$ cat src/rtl/pipe_stage_latch.sv
// pipe_stage_latch: inter-stage pipeline register with valid, flush-to-bubble and a multi-cycle stall counter; define PIPE_STAGE_LATCH_PERF_EN to add hold/flush performance counters
module pipe_stage_latch #(
  parameter int DATA_W      = 128,
  parameter int CTRL_W      = 23,
  parameter int RD_W        = 4,
  parameter int STALL_CNT_W = 2
) (
  input  logic                   clk,
  input  logic                   reset,
  input  logic                   in_valid,
  input  logic [DATA_W-1:0]      in_data,
  input  logic [CTRL_W-1:0]      in_ctrl,
  input  logic [RD_W-1:0]        in_rd,
  input  logic                   stall,
  input  logic                   stall_load,
  input  logic [STALL_CNT_W-1:0] stall_cycles,
  input  logic                   flush,
  output logic                   out_valid,
  output logic [DATA_W-1:0]      out_data,
  output logic [CTRL_W-1:0]      out_ctrl,
  output logic [RD_W-1:0]        out_rd,
  output logic                   busy
`ifdef PIPE_STAGE_LATCH_PERF_EN
  ,
  output logic [15:0]            perf_hold_cnt,
  output logic [15:0]            perf_flush_cnt
`endif
);
  logic [STALL_CNT_W-1:0] cnt;
  logic ld_hold, hold;
  assign ld_hold = stall_load & (stall_cycles != '0);
  assign hold    = stall | ld_hold | (cnt != '0);
  assign busy    = cnt != '0;
  // stage register: reset > flush (bubble, keep data/rd) > hold > capture; a reload replaces the count
  always_ff @(posedge clk) begin
    if (!reset) begin
      out_valid <= 1'b0;
      out_data  <= '0;
      out_ctrl  <= '0;
      out_rd    <= '0;
      cnt       <= '0;
    end else if (flush) begin
      out_valid <= 1'b0;
      out_ctrl  <= '0;
      cnt       <= '0;
    end else begin
      if (!hold) begin
        out_valid <= in_valid;
        out_data  <= in_data;
        out_rd    <= in_rd;
        out_ctrl  <= in_valid ? in_ctrl : '0;
      end
      cnt <= ld_hold ? stall_cycles - 1'b1 : busy ? cnt - 1'b1 : cnt;
    end
  end
`ifdef PIPE_STAGE_LATCH_PERF_EN
  // saturating event counters for held and flushed edges
  always_ff @(posedge clk) begin
    if (!reset) begin
      perf_hold_cnt  <= '0;
      perf_flush_cnt <= '0;
    end else begin
      if (hold && !flush && perf_hold_cnt != 16'hFFFF) perf_hold_cnt <= perf_hold_cnt + 16'd1;
      if (flush && perf_flush_cnt != 16'hFFFF) perf_flush_cnt <= perf_flush_cnt + 16'd1;
    end
  end
`endif
endmodule

$ cat config.mk
export PLATFORM = sky130hd
export DESIGN_NAME = pipe_stage_latch
export DESIGN_NICKNAME = d
export VERILOG_FILES = /design/src/rtl/pipe_stage_latch.sv
export SDC_FILE = /design/constraint.sdc
export NUM_CORES = 1
export LEC_CHECK = 0
export CORE_ASPECT_RATIO = 1.1
export CORE_MARGIN = 1.5
export CORE_UTILIZATION = 35
export CTS_CLUSTER_DIAMETER = 40
export DETAILED_ROUTE_END_ITERATION = 10
export DONT_BUFFER_PORTS = 1
export RECOVER_POWER = 100
export SYNTH_ARGS = -nofsm -noshare
export SYNTH_HDL_FRONTEND = slang
export SYNTH_SLANG_ARGS = --single-unit
$ cat constraint.sdc
create_clock -name clk -period 2.3 [get_ports clk]
set_input_delay 0.46 -clock clk [delete_from_list [all_inputs] [get_ports clk]]
set_output_delay 0.46 -clock clk [all_outputs]
set_load 0.02 [all_outputs]
==> results of run 1 <==
==> final cells by class <==
cell class,count,share of cell area [%]
Multi-Input combinational cell,481,40.27
Sequential cell,158,45.69
Clock buffer,19,6.543
Clock inverter,13,2.205
Timing Repair Buffer,9,0.9940
Tap cell,238,4.301
==> metrics by stage <==
stage	std cells	utilization (%)	power (mW)	hold WS, ns	worst slack (ns)
2_1_floorplan	696	-	3.416	0.4829	0.5287
3_3_place_gp	886	36.16	3.421	0.5241	0.4182
3_5_place_dp	886	36.16	3.429	0.5209	0.3978
4_1_cts	918	39.62	6.339	0.1328	0.4463
5_1_grt	918	39.45	6.481	0.1403	0.1937
6_report	918	39.45	6.229	0.1561	0.3040
==> power groups by stage <==
| stage | Combinational, mW | Sequential (mW) | Clock, mW |
|---|---|---|---|
| 3_3_place_gp | 0.308 | 3.11 | 0 |
| 6_report | 0.307 | 3.05 | 2.87 |
| 3_5_place_dp | 0.317 | 3.11 | 0 |
| 5_1_grt | 0.341 | 3.06 | 3.08 |
| 2_1_floorplan | 0.334 | 3.08 | 0 |
| 4_1_cts | 0.317 | 3.05 | 2.97 |
==> registers in the layout, summed over array words and instances, names as in the netlist <==
signal / cells
cnt: 2
out_ctrl: 23
out_data: 128
out_rd: 4
out_valid: 1
==> kinds of logic (layout without fill, tap and decap cells) <==
| kind of cell | after synthesis | in the layout | synth area share (%) |
|---|---|---|---|
| compound gates | 52 | 52 | 4.275 |
| buf+inv | 57 | 41 | 4.617 |
| flops | 158 | 158 | 50.74 |
| mux | 132 | 132 | 21.20 |
| simple gates | 297 | 297 | 19.17 |
==> worst paths after layout <==
check	startpoint	endpoint	slack, ns	cells after the start
max	cnt[1]$_SDFFE_PP0P_	out_data[7]$_SDFFE_PN0P_	0.30	4
min	stall_cycles[0]	cnt[0]$_SDFFE_PP0P_	0.16	1
max reg2reg	cnt[1]$_SDFFE_PP0P_	out_data[7]$_SDFFE_PN0P_	0.30	4
min reg2reg	cnt[1]$_SDFFE_PP0P_	cnt[1]$_SDFFE_PP0P_	0.53	2
==> placed cells by master, fill, tap and decap left out, drive strengths merged, types with 2 or more instances in the layout <==
cell / count
nand2: 265
o21ai: 25
buf: 7
bufinv: 2
clkinv: 5
nand4: 23
clkinvlp: 2
dfxtp: 158
nand3: 3
a21oi: 25
inv: 4
or3: 2
mux2i: 132
nand2b: 2
clkbuf: 21
==> critical path: cells and delay by family (launching register included) <==
kind / cells / cell delay (ns)
flops: 1 / 0.34
simple gates: 2 / 0.90
mux: 1 / 0.21
buf+inv: 1 / 0.41
==> layer usage <==
layer  wire [um]  vias to the layer above  GRT usage [%]
li1            -                     2240              -
met2        7237                      194          23.57
met4         351                        0          7.485
met1        6005                     2072          17.44
met3        1418                       26          6.444
met5           0                        -              0
==> flow_metrics.tcl, run 1 <==
set metrics [dict create \
    gp_congestion 0.7458 \
    slew_viol_final 0 \
    crit_chain "or3_1 > or3_4 > clkbuf_2 > mux2i_1" \
    placed_area_um2 6346 \
    drt_pass1_iterations 4 \
    vias_per_cell 4.937 \
    netlist_top_cells_count "nand2_1, dfxtp_1, mux2i_1" \
    die-area_um2 18620 \
    area_growth_pct 11.06 \
    insertion_delay_ns 0.42 \
    cp.arrival_ns 2.28 \
    path_class "reg2reg" \
    cp.required_ns 2.58 \
    fp.dieW_um 130.2 \
    grt_max_degree 266 \
    powerDensity_nw_per_um2 899.7 \
    syn_nets 859 \
    power.share.clock_pct 46.1 \
    drt_wl_total_um 15010 \
    cap_violations 0 \
    die_h_um 143.0 \
    status "complete, no violations" \
    io_pins 320 \
    pwr-share-seq_pct 49.0 \
    design_area_um2 6923 \
    cts_buffer_depth 2 \
    via_count 4532 \
    grt_overflow 0 \
    grt_pass1_wl_um 21560 \
    post_cts_buffers 0 \
    synth.top_cell.area_share_pct 50.74 \
    setup_violations 0 \
    first_iter_violations 340 \
    initial_core_util_pct 35.52 \
    synth_most_common_cell "nand2_1" \
    cts_tree "yes" \
    multi_input_area_um2 2788 \
    cts_sinks 158 \
    finalSetupTns_ns 0 \
    p_leak_nw 3.241 \
    p_sw_mw 1.567 \
    seq_area_um2 3163 \
    min_period_ns 1.996 \
    drc 0 \
    yosysWarnings 0 \
    synth_area_per_cell_um2 8.956 \
    seq_area_frac_synth_pct 50.74 \
    combPwrFrac_pct 4.9 \
    worstMarginPinSlew_ns 0.9336 \
    hpwlAfterDp_um 10110 \
    grt_pass1_vias 4063 \
    crit_path_start_kind "flop" \
    antennaDiodeCount 0 \
    synth_cell_types 18 \
    cts_hold_buf 0 \
    antenna_found_initial 0 \
    hold_path_class "in2reg" \
    clk_pin_slew_worst_paths_ns 0.06 \
    synth-seq-cells 158 \
    synth_flop_cell "dfxtp_1" \
    fill_cells 1772 \
    coreArea_um2 17550 \
    clock_skew_ns 0.007886 \
    synth_cells 696 \
    rsz0062_at_grt "false" \
    fin_crit_sh_pct 86.78 \
    yosys-top-cells-area "dfxtp_1, mux2i_1, nand2_1" \
    cts_root_buffer "clkbuf_16" \
    ys_async_sr_fraction_pct 0 \
    grtUsageTotal_pct 15.03 \
    ctsResizeCount 0 \
    wl_per_cell_um 16.35 \
    worstSetupEndpointType "flop" \
    drive_gt1_share_pct 6.176 \
    cpPeakStageDelay_ns 0.50 \
    yosysTopAreaCell "dfxtp_1" \
    synth.cell_area_um2 6233 \
    netSwitchingFraction_pct 25.16 \
    port_buffers 0 \
    ant_nets 0 \
    num-nets-final 830 \
    max_freq_ghz 0.5010 \
    critPathMaxFanout 17 \
    max_slew_margin_pct 37.76 \
    synth_edf_count 0 \
    ir_drop_mv 0.4476 \
    slowest_stage "or3_4" \
    hold_viol 0 \
    cts_inserted_buffers 17 \
    intPower_mw 4.662 \
    h-tree-depth 4 \
    row_count 51 \
]
(Power assumes the default switching activity.)
==> run 2: changes to the inputs <==
==> constraint.sdc (replaced) <==
create_clock -name clk -period 2.3 [get_ports clk]
set_input_delay 0.46 -clock clk [delete_from_list [all_inputs] [get_ports clk]]
set_output_delay 0.46 -clock clk [all_outputs]
set_load 0.01 [all_outputs]
==> flow_metrics.tcl, run 2 (synthesis gave the netlist of run 1 again) <==
set metrics [dict create \
    slew_viol_final 0 \
    top_regs "out_data x128, out_ctrl x23, out_rd x4" \
    p_leak_nw 3.245 \
    worstSetupEndpointType "flop" \
    finalNonFillerCells 918 \
    clk_pin_slew_worst_paths_ns 0.06 \
    worst_hold_path.num_cells 1 \
    cp.arrival_ns 2.27 \
    hpwlAfterDp_um 10110 \
    antennaDiodeCount 0 \
    holdPathEnd "cnt[0]$_SDFFE_PP0P_" \
    finalSetupTns_ns 0 \
    dp_cells 886 \
    ant_nets 0 \
    r2r_start "cnt[1]$_SDFFE_PP0P_" \
    hp-start "stall_cycles[0]" \
    vias_per_cell 4.923 \
    worstMarginPinSlew_ns 0.9359 \
    grt_overflow 0 \
    max_slew_margin_pct 37.61 \
    final_common_cell "nand2_1" \
    powerDensity_nw_per_um2 888.3 \
    drt_pass1_iterations 4 \
    drive_gt1_share_pct 6.324 \
    drc 0 \
    fin_crit_sh_pct 86.61 \
    cts_tree "yes" \
    grt_max_degree 266 \
    port_buffers 0 \
    cts_root_buffer "clkbuf_16" \
    fp.dieW_um 130.2 \
    crit_path_start_kind "flop" \
    ir_drop_mv 0.4475 \
    largest_reg_flops 128 \
    reg2reg_slack_ns 0.31 \
    area_growth_pct 11.06 \
    grt_pass1_vias 4063 \
    min_period_ns 1.992 \
    rsz0062_at_grt "false" \
    cts_sinks 158 \
    die-area_um2 18620 \
    grtUsageTotal_pct 15.03 \
    row_count 51 \
    h-tree-depth 4 \
    die_h_um 143.0 \
    post_cts_buffers 0 \
    hold_path_class "in2reg" \
    cts_buffer_depth 2 \
    initial_core_util_pct 35.52 \
    hold_viol 0 \
    placed_area_um2 6346 \
    first_iter_violations 342 \
    regToRegEndpoint "out_data[7]$_SDFFE_PN0P_" \
    layout_common_cells "nand2_1, dfxtp_1, mux2i_1" \
    r2r_cells 4 \
    antenna_found_initial 0 \
    cp.required_ns 2.58 \
    hold_slack_ns 0.1579 \
    max_freq_ghz 0.5020 \
    cts_hold_buf 0 \
    ctsResizeCount 0 \
    path_class "reg2reg" \
    grt_pass1_wl_um 21560 \
    gp_congestion 0.7458 \
    drt_wl_total_um 15040 \
    cap_violations 0 \
    design_area_um2 6923 \
    cts_inserted_buffers 17 \
    regMostFlops "out_data" \
    coreArea_um2 17550 \
    io_pins 320 \
    wl_per_cell_um 16.38 \
    fill_cells 1772 \
    p_total_mw 6.149 \
    num-nets-final 830 \
    clock_skew_ns 0.009366 \
    setup_violations 0 \
    critPathMaxFanout 17 \
    cp-startpoint "cnt[1]$_SDFFE_PP0P_" \
    status "complete, no violations" \
    insertion_delay_ns 0.42 \
    via_count 4519 \
]
## run 2: cell types whose count changed in the layout (fill, tap and decap cells not counted)
cell | previous run | this run
or2_0 | 1 | 0
or2_2 | 0 | 1
## run 2: worst max-delay path, cell delays in order (launching register included)
cell	delay, ns
dfxtp_1	0.34
or3_1	0.40
or3_4	0.50
clkbuf_2	0.41
mux2i_1	0.21
## run 2: worst max-delay path by stage
stage / end / slack, ns / cells past startpoint
6_report: out_data[7]$_SDFFE_PN0P_ / 0.31 / 4
5_1_grt: out_data[8]$_SDFFE_PN0P_ / 0.19 / 4
4_1_cts: out_data[80]$_SDFFE_PN0P_ / 0.45 / 4
3_5_place_dp: out_data[80]$_SDFFE_PN0P_ / 0.40 / 4
3_3_place_gp: out_data[1]$_SDFFE_PN0P_ / 0.42 / 4
2_1_floorplan: out_data[100]$_SDFFE_PN0P_ / 0.53 / 6
## run 2: through the flow
step | setup WS [ns] | utilization, %
global placement | 0.4182 | 36.16
finish | 0.3079 | 39.45
detailed placement | 0.3978 | 36.16
floorplan | 0.5287 | -
CTS | 0.4463 | 39.62
global route | 0.1940 | 39.45
## run 2: layer usage
layer	part of all wire [%]	wire [um]	global-route usage [%]
met1	40	6050	17.44
met2	48	7193	23.57
met3	9.4	1416	6.444
met4	2.5	376	7.485
met5	0	0	0
## run 2: area by class of cell
| type | instances | area (um^2) | area share [%] |
|---|---|---|---|
| clock buffers | 19 | 452.9 | 6.543 |
| clock inverters | 13 | 152.6 | 2.205 |
| multi-input cells | 481 | 2788 | 40.27 |
| flip-flops and latches | 158 | 3163 | 45.69 |
| well taps | 238 | 297.8 | 4.301 |
| repair buffers | 9 | 68.82 | 0.9940 |
## run 2: where the power goes
group | internal [mW] | switching, mW
registers | 2.84 | 0.128
logic | 0.138 | 0.170
clock network | 1.68 | 1.19
